--- src/rtl/rgb_led_sched_pkg.sv ---
// Shared definitions for the RGB LED scheduler.
// Contents: level width, channel index width, default colour width,
// scheduler state encoding and the round-robin channel picker.
package rgb_led_sched_pkg;

    localparam int LVL_W  = 5;   // level index width into the colour lookup
    localparam int CH_W   = 3;   // channel index width (up to 8 channels)
    localparam int CW_DEF = 7;   // default colour/duty width

    typedef enum logic [1:0] {
        ST_IDLE    = 2'd0,
        ST_ISSUE   = 2'd1,
        ST_WAIT    = 2'd2,
        ST_CAPTURE = 2'd3
    } sched_state_t;

    // First enabled channel at or after 'start', wrapping at 'num'.
    // Returns 'start' when nothing is enabled (caller only uses the
    // result when at least one enable bit is set).
    function automatic logic [CH_W-1:0] rr_pick(input logic [7:0] en,
                                                input logic [CH_W-1:0] start,
                                                input int num);
        logic [CH_W-1:0] pick;
        logic            found;
        int              idx;
        pick  = start;
        found = 1'b0;
        for (int i = 0; i < 8; i++) begin
            idx = (int'(start) + i) % num;
            if (!found && (i < num) && en[idx[2:0]]) begin
                pick  = idx[CH_W-1:0];
                found = 1'b1;
            end
        end
        return pick;
    endfunction

endpackage

--- src/rtl/rgb_led_sched_if.sv ---
// Bus between the scheduler and the shared colour lookup.
// master: scheduler (drives lut_res_o, receives lut_r_i/g_i/b_i)
// slave : lookup    (registers colour values one clk after lut_res_o)
interface rgb_led_sched_if #(
    parameter int CW = 7
);
    import rgb_led_sched_pkg::*;

    logic [LVL_W-1:0] lut_res_o;
    logic [CW-1:0]    lut_r_i;
    logic [CW-1:0]    lut_g_i;
    logic [CW-1:0]    lut_b_i;

    modport master (output lut_res_o, input lut_r_i, lut_g_i, lut_b_i);
    modport slave  (input lut_res_o, output lut_r_i, lut_g_i, lut_b_i);

endinterface

--- src/rtl/rgb_led_sched_pwm_ch.sv ---
// One RGB channel: pending duties (written by the scheduler), active
// duties (copied from pending only at PWM period boundaries), and the
// registered PWM compare.
// Ports: clk, reset_n (async, active low), en (channel enable),
//        cap (write pending duties), load (period-boundary strobe),
//        pwm_cnt (shared counter), r_in/g_in/b_in (lookup values),
//        led_r/led_g/led_b (active-high PWM outputs).
module rgb_pwm_ch #(
    parameter int CW = 7
) (
    input  logic          clk,
    input  logic          reset_n,
    input  logic          en,
    input  logic          cap,
    input  logic          load,
    input  logic [CW-1:0] pwm_cnt,
    input  logic [CW-1:0] r_in,
    input  logic [CW-1:0] g_in,
    input  logic [CW-1:0] b_in,
    output logic          led_r,
    output logic          led_g,
    output logic          led_b
);
    logic [CW-1:0] pend_r_reg, pend_g_reg, pend_b_reg;
    logic [CW-1:0] act_r_reg, act_g_reg, act_b_reg;
    logic          led_r_reg, led_g_reg, led_b_reg;

    always_ff @(posedge clk or negedge reset_n) begin
        if (!reset_n) begin
            pend_r_reg <= '0;
            pend_g_reg <= '0;
            pend_b_reg <= '0;
            act_r_reg  <= '0;
            act_g_reg  <= '0;
            act_b_reg  <= '0;
            led_r_reg  <= 1'b0;
            led_g_reg  <= 1'b0;
            led_b_reg  <= 1'b0;
        end else begin
            if (cap) begin
                pend_r_reg <= r_in;
                pend_g_reg <= g_in;
                pend_b_reg <= b_in;
            end
            // A capture on the same edge lands in pend and is picked up
            // at the next boundary, so a period never mixes duties.
            if (load) begin
                act_r_reg <= pend_r_reg;
                act_g_reg <= pend_g_reg;
                act_b_reg <= pend_b_reg;
            end
            // Disabling forces the pin low but keeps the duty registers.
            led_r_reg <= en && (pwm_cnt < act_r_reg);
            led_g_reg <= en && (pwm_cnt < act_g_reg);
            led_b_reg <= en && (pwm_cnt < act_b_reg);
        end
    end

    assign led_r = led_r_reg;
    assign led_g = led_g_reg;
    assign led_b = led_b_reg;

endmodule

--- src/rtl/rgb_led_sched.sv ---
// Round-robin sharing of one registered colour lookup between NUM_LED
// RGB LED channels, with glitch-free per-channel PWM.
// Ports: clk, reset_n (async, active low), lvl_i (5 bits per channel),
//        en_i (per-channel enable), lut (lookup bus, master side),
//        led_r_o/led_g_o/led_b_o (PWM pins), upd_o/upd_ch_o (pulse and
//        channel index whenever a channel's pending duty is written).
module rgb_led_sched
    import rgb_led_sched_pkg::*;
#(
    parameter int NUM_LED = 2,
    parameter int CW      = CW_DEF,
    parameter int PWM_DIV = 4
) (
    input  logic                     clk,
    input  logic                     reset_n,
    input  logic [LVL_W*NUM_LED-1:0] lvl_i,
    input  logic [NUM_LED-1:0]       en_i,
    rgb_led_sched_if.master          lut,
    output logic [NUM_LED-1:0]       led_r_o,
    output logic [NUM_LED-1:0]       led_g_o,
    output logic [NUM_LED-1:0]       led_b_o,
    output logic                     upd_o,
    output logic [CH_W-1:0]          upd_ch_o
);
    localparam int PS_W = (PWM_DIV > 1) ? $clog2(PWM_DIV) : 1;

    sched_state_t     state_reg, state_next;
    logic [CH_W-1:0]  ch_reg, ch_next;
    logic [LVL_W-1:0] lut_res_reg;
    logic             upd_reg;
    logic [CH_W-1:0]  upd_ch_reg;
    logic [PS_W-1:0]  presc_reg;
    logic [CW-1:0]    pwm_cnt_reg;
    logic             tick;
    logic             load;
    logic [7:0]       en_pad;
    logic [LVL_W-1:0] lvl_arr [8];

    assign en_pad = 8'(en_i);

    // Level table padded to 8 entries so the 3-bit channel index always
    // addresses a defined entry.
    for (genvar gi = 0; gi < 8; gi++) begin : g_lvl
        if (gi < NUM_LED) begin : g_used
            assign lvl_arr[gi] = lvl_i[LVL_W*gi +: LVL_W];
        end else begin : g_pad
            assign lvl_arr[gi] = '0;
        end
    end

    always_comb begin
        state_next = state_reg;
        ch_next    = ch_reg;
        case (state_reg)
            ST_IDLE: begin
                if (|en_i) begin
                    ch_next    = rr_pick(en_pad, ch_reg, NUM_LED);
                    state_next = ST_ISSUE;
                end
            end
            ST_ISSUE:   state_next = ST_WAIT;
            ST_WAIT:    state_next = ST_CAPTURE;
            ST_CAPTURE: begin
                ch_next    = (ch_reg == CH_W'(NUM_LED - 1)) ? '0 : ch_reg + 1'b1;
                state_next = ST_IDLE;
            end
            default:    state_next = ST_IDLE;
        endcase
    end

    always_ff @(posedge clk or negedge reset_n) begin
        if (!reset_n) begin
            state_reg   <= ST_IDLE;
            ch_reg      <= '0;
            lut_res_reg <= '0;
            upd_reg     <= 1'b0;
            upd_ch_reg  <= '0;
        end else begin
            state_reg <= state_next;
            ch_reg    <= ch_next;
            if (state_reg == ST_ISSUE) begin
                lut_res_reg <= lvl_arr[ch_reg];
            end
            upd_reg <= (state_reg == ST_CAPTURE);
            if (state_reg == ST_CAPTURE) begin
                upd_ch_reg <= ch_reg;
            end
        end
    end

    // Prescaler and shared PWM counter; load fires on the last step of
    // every period.
    assign tick = (presc_reg == PS_W'(PWM_DIV - 1));
    assign load = tick && (&pwm_cnt_reg);

    always_ff @(posedge clk or negedge reset_n) begin
        if (!reset_n) begin
            presc_reg   <= '0;
            pwm_cnt_reg <= '0;
        end else begin
            presc_reg <= tick ? '0 : presc_reg + 1'b1;
            if (tick) begin
                pwm_cnt_reg <= pwm_cnt_reg + 1'b1;
            end
        end
    end

    for (genvar gi = 0; gi < NUM_LED; gi++) begin : g_ch
        rgb_pwm_ch #(.CW(CW)) u_ch (
            .clk     (clk),
            .reset_n (reset_n),
            .en      (en_i[gi]),
            .cap     ((state_reg == ST_CAPTURE) && (ch_reg == CH_W'(gi))),
            .load    (load),
            .pwm_cnt (pwm_cnt_reg),
            .r_in    (lut.lut_r_i),
            .g_in    (lut.lut_g_i),
            .b_in    (lut.lut_b_i),
            .led_r   (led_r_o[gi]),
            .led_g   (led_g_o[gi]),
            .led_b   (led_b_o[gi])
        );
    end

    assign lut.lut_res_o = lut_res_reg;
    assign upd_o         = upd_reg;
    assign upd_ch_o      = upd_ch_reg;

endmodule
--- src/flat_wrapper.sv ---
// flat-port wrapper written by rule: the top's interface ports become plain ports
module rgb_led_sched_flat import rgb_led_sched_pkg::*;
#(
    parameter int NUM_LED = 2,
    parameter int CW      = CW_DEF,
    parameter int PWM_DIV = 4
)
  (clk, reset_n, lvl_i, en_i, led_r_o, led_g_o, led_b_o, upd_o, upd_ch_o, lut_lut_res_o, lut_lut_r_i, lut_lut_g_i, lut_lut_b_i);
  rgb_led_sched_if #(.CW(CW)) lut_i ();
  input  logic clk;
  input  logic reset_n;
  input  logic [LVL_W*NUM_LED-1:0] lvl_i;
  input  logic [NUM_LED-1:0] en_i;
  output logic [NUM_LED-1:0] led_r_o;
  output logic [NUM_LED-1:0] led_g_o;
  output logic [NUM_LED-1:0] led_b_o;
  output logic upd_o;
  output logic [CH_W-1:0] upd_ch_o;
  output wire logic [$bits(lut_i.lut_res_o)-1:0] lut_lut_res_o;
  input wire logic [$bits(lut_i.lut_r_i)-1:0] lut_lut_r_i;
  input wire logic [$bits(lut_i.lut_g_i)-1:0] lut_lut_g_i;
  input wire logic [$bits(lut_i.lut_b_i)-1:0] lut_lut_b_i;
  assign lut_lut_res_o = lut_i.lut_res_o;
  assign lut_i.lut_r_i = lut_lut_r_i;
  assign lut_i.lut_g_i = lut_lut_g_i;
  assign lut_i.lut_b_i = lut_lut_b_i;
  rgb_led_sched #(.NUM_LED(NUM_LED), .CW(CW), .PWM_DIV(PWM_DIV)) u_core (.clk(clk), .reset_n(reset_n), .lvl_i(lvl_i), .en_i(en_i), .lut(lut_i), .led_r_o(led_r_o), .led_g_o(led_g_o), .led_b_o(led_b_o), .upd_o(upd_o), .upd_ch_o(upd_ch_o));
endmodule
--- config.mk ---
export PLATFORM = sky130hd
export DESIGN_NAME = rgb_led_sched_flat
export DESIGN_NICKNAME = d
export VERILOG_FILES = /design/src/rtl/rgb_led_sched_pkg.sv /design/src/rtl/rgb_led_sched_if.sv /design/src/rtl/rgb_led_sched_pwm_ch.sv /design/src/rtl/rgb_led_sched.sv /design/src/flat_wrapper.sv
export SDC_FILE = /design/constraint.sdc
export NUM_CORES = 1
export LEC_CHECK = 0
export CAP_MARGIN = 5
export CORE_ASPECT_RATIO = 1.75
export CORE_MARGIN = 2
export CORE_UTILIZATION = 25
export DETAILED_ROUTE_END_ITERATION = 7
export SYNTH_ARGS = -nofsm -noshare
export SYNTH_HDL_FRONTEND = slang
export SYNTH_SLANG_ARGS = --single-unit
--- constraint.sdc ---
create_clock -name clk -period 1.8 [get_ports clk]
set_input_delay 0.18 -clock clk [delete_from_list [all_inputs] [get_ports clk]]
set_output_delay 0.18 -clock clk [all_outputs]
set_load 0.01 [all_outputs]
==> results of run 1 <==
[cells by family after synthesis]
group	count (synthesis)	synth area share
AND/OR/NAND/NOR	50	0.05226
adder cells (fa/ha/maj)	43	0.1008
multiplexers	94	0.1971
XOR/XNOR	6	0.009843
buffers and inverters	66	0.05812
AO/OA/AOI/OAI	43	0.05227
flip-flops	113	0.5296
[per-stage QoR]
| stage | setup WS (ns) | cells | hold slack, ns |
|---|---|---|---|
| after floorplan | 0.04586 | 415 | -0.1156 |
| final | 0.1203 | 750 | 0.2540 |
| after CTS | 0.1154 | 750 | 0.2663 |
| after global routing | 0.01076 | 750 | 0.2892 |
| after detailed placement | 0.1272 | 718 | 0.1575 |
| after global placement | 0.1684 | 718 | 0.1446 |
[worst max-delay path: stages, from the launching register on]
cell,delay (ns)
sky130_fd_sc_hd__dfrtp_1,0.54
sky130_fd_sc_hd__nand3_1,0.19
sky130_fd_sc_hd__nor3_4,0.21
sky130_fd_sc_hd__buf_4,0.26
sky130_fd_sc_hd__mux2_2,0.36
[cell type report]
type	count	area share
Tap cell	252	0.04578
Clock buffer	20	0.06485
Timing Repair Buffer	69	0.1021
Clock inverter	11	0.03052
Multi-Input combinational cell	236	0.3195
Inverter	49	0.02670
Sequential cell	113	0.4105
[layer usage]
layer,vias to the layer above,global-route usage,routed length [um],share of wire
li1,1572,-,-,-
met1,1682,0.1050,4224,0.37
met2,52,0.2029,6343,0.56
met3,22,0.02976,362,0.032
met4,0,0.06007,406,0.036
met5,-,0,0,0
[cells in the mapped netlist, types with 2 or more instances]
| library cell | count |
|---|---|
| sky130_fd_sc_hd__buf_6 | 4 |
| sky130_fd_sc_hd__mux2i_1 | 5 |
| sky130_fd_sc_hd__xnor2_1 | 4 |
| sky130_fd_sc_hd__dfrtp_1 | 113 |
| sky130_fd_sc_hd__buf_4 | 7 |
| sky130_fd_sc_hd__ha_1 | 43 |
| sky130_fd_sc_hd__nor2_1 | 6 |
| sky130_fd_sc_hd__nand2b_1 | 6 |
| sky130_fd_sc_hd__a221o_1 | 5 |
| sky130_fd_sc_hd__inv_1 | 49 |
| sky130_fd_sc_hd__o21ai_0 | 8 |
| sky130_fd_sc_hd__o22ai_1 | 6 |
| sky130_fd_sc_hd__a21oi_1 | 10 |
| sky130_fd_sc_hd__nor2b_1 | 6 |
| sky130_fd_sc_hd__nand4_1 | 3 |
| sky130_fd_sc_hd__mux2_2 | 89 |
| sky130_fd_sc_hd__nand2_1 | 14 |
| sky130_fd_sc_hd__xor2_1 | 2 |
| sky130_fd_sc_hd__buf_2 | 5 |
| sky130_fd_sc_hd__and3_1 | 7 |
| sky130_fd_sc_hd__a31oi_1 | 6 |
| sky130_fd_sc_hd__a21o_1 | 5 |
[how the worst min path moves through the flow]
stage / end / depth (start not counted) / from
2_1_floorplan: u_core.ch_reg[0] / 0 / reset_n
3_3_place_gp: u_core.g_ch[1].u_ch.pend_r_reg[1] / 1 / reset_n
3_5_place_dp: u_core.g_ch[0].u_ch.pend_r_reg[1] / 1 / reset_n
5_1_grt: u_core.g_ch[1].u_ch.pend_r_reg[2] / 2 / reset_n
4_1_cts: u_core.g_ch[0].u_ch.pend_r_reg[1] / 2 / reset_n
6_report: u_core.g_ch[1].u_ch.pend_r_reg[2] / 2 / reset_n
[power by group]
group / switching, mW / leakage [nW] / internal (mW)
clock network: 1.13 / 0.316 / 2.61
logic: 0.785 / 1.35 / 1.09
registers: 0.318 / 1.46 / 3.16
==> results.txt, run 1 <==
----------------------------------------------------
[Clock network]
  H-Tree Depth ... 4
  Maximum clock path buffer count ... 2
  # clock sinks ... 113
  Gates resized, CTS repair ... 0
  CTS tree ... built
  Worst-Skew Late Latency ... 0.42 ns
  Number of buffers inserted during clock tree synthesis ... 17
  Post-CTS setup buffers ... 0
  Root Buffer Master ... sky130_fd_sc_hd__clkbuf_16
  Number of buffers inserted for hold repair after clock tree synthesis ... 1
  Clock slew at the register clock pins of the worst setup and hold paths ... 0.05 ns

[Yosys]
  Number of synthesized register bits ... 113
  Netlist area before placement ... 0.005339 mm^2
  Top cells by area, synth ... sky130_fd_sc_hd__dfrtp_1 53%, sky130_fd_sc_hd__mux2_2 19%, sky130_fd_sc_hd__ha_1 10%
  Share of Yosys cell area claimed by the top area cell type ... 0.5296
  Yosys warning count ... 0
  Count of flip-flops with a built-in enable after synthesis ... 0
  Syn nets ... 493
  Most frequently used flop master after synthesis ... sky130_fd_sc_hd__dfrtp_1
  Synth Instances ... 415
  Cell variety after synth ... 34
  Area leader, netlist ... sky130_fd_sc_hd__dfrtp_1
  Synthesized area divided by synthesized cell count ... 12.86 um^2
  Sequential-to-total area share from yosys stat ... 0.5296
  Share of flip-flops with an asynchronous set or reset after synthesis ... 1.000

[Setup path]
  Data required time of the critical path ... 2.10 ns
  CP Capture Point ... u_core.g_ch[0].u_ch.act_b_reg[6]
  Type of origin of the critical path ... register
  Reg2reg path depth ... 4
  Kind of end point of the critical path ... register
  Critical Path Fanout Max ... 14
  Worst setup path start ... u_core.pwm_cnt_reg[5]
  Data arrival time of the critical path ... 1.98 ns
  Crit Reg-Reg Startpoint ... u_core.pwm_cnt_reg[5]
  Capture point of the worst reg-to-reg path ... u_core.g_ch[0].u_ch.act_b_reg[6]
  Critical path class ... register to register
  Setup slack of the most critical reg-to-reg path ... 0.12 ns

[STA]
  Slew margin rel. ... 0.7061
  Post-route setup TNS ... 0 ns
  Tmin final ... 1.680 ns
  RSZ-0062 raised after global routing ... false
  Worst setup skew after layout ... 0.005770 ns
  Final setup violation count ... 0
  Endpoints failing hold ... 0
  Period utilization ... 0.9332
  Final slew viol count ... 0
  Worst slew pin tran ... 0.4408 ns
  Fmax achieved ... 595.3 MHz

[Floorplanning]
  DIE WIDTH ... 114.5 um
  Die outline area ... 0.02259 mm^2
  I/O pin count ... 50
  Core area ... 0.02093 mm^2
  Floorplan row count ... 70
  Starting utilization of the core area ... 0.2551
  Die outline height ... 197.3 um

[Final layout]
  Sequential cell area ... 0.002828 mm^2
  Signed area change from the synthesized netlist to the final layout ... 29.01%
  Antenna diode instance count ... 0
  Area taken by multi-input logic gates ... 0.002201 mm^2
  Most common cell after layout, fill and taps aside ... sky130_fd_sc_hd__dfrtp_1
  Total non-filler cell area in the finished layout ... 0.006888 mm^2
  Layout Utilization ... 0.3291
  Layout cells sized above 1 ... 0.2811
  Top library cells by usage in the layout, fill and taps aside ... 113 x sky130_fd_sc_hd__dfrtp_1, 89 x sky130_fd_sc_hd__mux2_2, 49 x sky130_fd_sc_hd__inv_1
  Net total in the final layout ... 564
  Fill cells ... 2026

[Global routing]
  Overall track demand over capacity in global routing ... 0.1086
  Antenna violations before repair ... 0
  Pin count of the biggest net entering global routing ... 49
  Overflow left after global routing ... 0
  First-pass GRT wire length ... 18.60 mm
  Via count of the first global-routing pass ... 3733

[Place]
  IO Port Bufs ... 49
  Placed wire-length estimate ... 8.257 mm
  Instance area after placement ... 0.006221 mm^2
  RePlAce Congestion ... 0.7890

[Drt]
  Vias per cell ... 4.437
  Residual antenna-violating net count after detailed routing ... 0
  Routed WL ... 11.34 mm
  Remaining design rule violation count ... 0
  Vias after detailed routing ... 3328
  First-pass iteration count of the detailed router ... 4
  Drt wl/cell ... 15.12 um
  First-iteration detailed-routing DRC count ... 118

[Power]
  Leakage power of the design ... 3.124 nW
  Tot Pwr ... 9.088 mW
  VDD IR-drop max ... 696.7 uV
  Total power divided by cell area ... 1319 mW/mm^2

[Min path]
  Worst min-delay path category ... input pin to asynchronous set/reset pin

[Flow run]
  Total of max-cap violations ... 0

[Status]
  Result of the run ... completed

----------------------------------------------------
(Power assumes the default switching activity.)
==> run 2: changes to the inputs <==
==> constraint.sdc (replaced) <==
create_clock -name clk -period 1.8 [get_ports clk]
set_input_delay 0.27 -clock clk [delete_from_list [all_inputs] [get_ports clk]]
set_output_delay 0.27 -clock clk [all_outputs]
set_load 0.01 [all_outputs]
==> run 2 against run 1 <==
  * Combinational power barely moved
  * Clock-buffer cell count fell by 2
  * Die area unchanged
  * Clock skew increased by 0.00059 ns
  * Sequential share of layout area grew 0.50 points
  * Power fell by 4.7%
==> results.txt, run 2 (synthesis results as in run 1) <==
----------------------------------------------------
[STA]
  Final setup violation count ... 0
  Min setup slack post-route ... 0.1006 ns
  Post-route worst hold slack ... 0.2290 ns
  Final slew viol count ... 0
  Worst slew pin tran ... 0.4341 ns
  Slew margin rel. ... 0.7106
  Tmin final ... 1.699 ns
  Fmax achieved ... 588.4 MHz
  RSZ-0062 raised after global routing ... false
  Post-route setup TNS ... 0 ns
  Worst setup skew after layout ... 0.006359 ns
  Endpoints failing hold ... 0
  Period utilization ... 0.9441

[Setup path]
  Category of cells accounting for the largest share of critical-path delay ... compound AO/OA/AOI/OAI gates
  Maximum single-stage delay on the critical path ... 0.50 ns
  Type of origin of the critical path ... register
  Cell with the largest stage delay on the worst path ... sky130_fd_sc_hd__dfrtp_1
  Critical Path Fanout Max ... 8
  Reg2reg path depth ... 4
  Critical-path cell list ... ha_1, a21o_1, a221o_1, a31oi_1
  Kind of end point of the critical path ... register
  Data required time of the critical path ... 2.11 ns
  Cell depth of the worst setup path ... 4
  Data arrival time of the critical path ... 2.01 ns
  Critical path class ... register to register
  Bufs and invs on worst path ... 0

[Power]
  VDD IR-drop max ... 603.9 uV
  Tot Pwr ... 8.662 mW
  Leakage power of the design ... 3.086 nW
  Total power divided by cell area ... 1273 mW/mm^2

[Final layout]
  Antenna diode instance count ... 0
  Fill cells ... 2039
  Net total in the final layout ... 563
  Layout Utilization ... 0.3251
  Final cell count without fillers ... 750
  Layout cells sized above 1 ... 0.2851
  Signed area change from the synthesized netlist to the final layout ... 27.47%
  Most common cell after layout, fill and taps aside ... sky130_fd_sc_hd__dfrtp_1
  Top library cells by usage in the layout, fill and taps aside ... 113 x sky130_fd_sc_hd__dfrtp_1, 89 x sky130_fd_sc_hd__mux2_2, 49 x sky130_fd_sc_hd__inv_1
  Total non-filler cell area in the finished layout ... 0.006805 mm^2

[Clock network]
  CTS tree ... built
  # clock sinks ... 113
  Gates resized, CTS repair ... 0
  Worst-Skew Late Latency ... 0.41 ns
  Post-CTS setup buffers ... 0
  Clock slew at the register clock pins of the worst setup and hold paths ... 0.06 ns
  Maximum clock path buffer count ... 2
  Number of buffers inserted for hold repair after clock tree synthesis ... 1
  Root Buffer Master ... sky130_fd_sc_hd__clkbuf_16
  H-Tree Depth ... 4
  Number of buffers inserted during clock tree synthesis ... 17

[Flow run]
  Total of max-cap violations ... 0

[Floorplanning]
  Floorplan row count ... 70
  Die outline height ... 197.3 um
  I/O pin count ... 50
  DIE WIDTH ... 114.5 um
  Die outline area ... 0.02259 mm^2
  Core area ... 0.02093 mm^2
  Starting utilization of the core area ... 0.2551

[Drt]
  First-pass iteration count of the detailed router ... 4
  Vias after detailed routing ... 3345
  Routed WL ... 11.02 mm
  Drt wl/cell ... 14.70 um
  Vias per cell ... 4.460
  Remaining design rule violation count ... 0
  First-iteration detailed-routing DRC count ... 122
  Residual antenna-violating net count after detailed routing ... 0

[Global routing]
  Via count of the first global-routing pass ... 3740
  Overflow left after global routing ... 0
  Overall track demand over capacity in global routing ... 0.1061
  First-pass GRT wire length ... 18.24 mm
  Pin count of the biggest net entering global routing ... 84
  Antenna violations before repair ... 0

[Place]
  IO Port Bufs ... 49
  Placed wire-length estimate ... 8.199 mm
  RePlAce Congestion ... 0.8534
  Setup WS pre-CTS ... 0.03130 ns
  Number of cells in the design after placement ... 717
  Instance area after placement ... 0.006201 mm^2

[Status]
  Result of the run ... completed

[Min path]
  Worst min-delay path category ... input pin to asynchronous set/reset pin

----------------------------------------------------
[run 2: final cells by class]
type                            count  area (um^2)  area share
Timing Repair Buffer               68        683.2      0.1004
Inverter                           49        183.9     0.02703
Clock buffer                       18        439.2     0.06453
Clock inverter                     14        155.1     0.02280
Tap cell                          252        315.3     0.04633
Multi-Input combinational cell    236         2201      0.3234
Sequential cell                   113         2828      0.4155
[run 2: power by group]
| part | leakage, nW | internal, mW | switching [mW] |
|---|---|---|---|
| Sequential | 1.46 | 3.16 | 0.322 |
| Clock | 0.288 | 2.09 | 1.23 |
| Combinational | 1.34 | 1.09 | 0.779 |
[run 2: final timing paths]
path,from,to,slack (ns)
setup / recovery,u_core.pwm_cnt_reg[5],u_core.g_ch[0].u_ch.led_r,0.10
hold / removal,reset_n,u_core.g_ch[0].u_ch.pend_r_reg[1],0.23
setup reg to reg,u_core.pwm_cnt_reg[5],u_core.g_ch[0].u_ch.led_r,0.10
hold reg to reg,u_core.presc_reg[0],u_core.presc_reg[0],0.44
max in group asynchronous,reset_n,u_core.upd_ch_o[2],0.91
min in group clk,u_core.presc_reg[0],u_core.presc_reg[0],0.44
[run 2: per-layer routing]
layer / wire length [um] / vias to the layer above / global-route usage / share of wire
met5: 0 / - / 0 / 0
met4: 481 / 0 / 0.07272 / 0.044
met3: 351 / 25 / 0.02608 / 0.032
met2: 6251 / 51 / 0.1979 / 0.57
met1: 3939 / 1687 / 0.09854 / 0.36
li1: - / 1582 / - / -
==> run 3: changes to the inputs <==
Settings changed: CTS_CLUSTER_DIAMETER from default to 50.
==> results of run 3 <==
The final DEF is identical to that of run 2; final timing and power are the same.
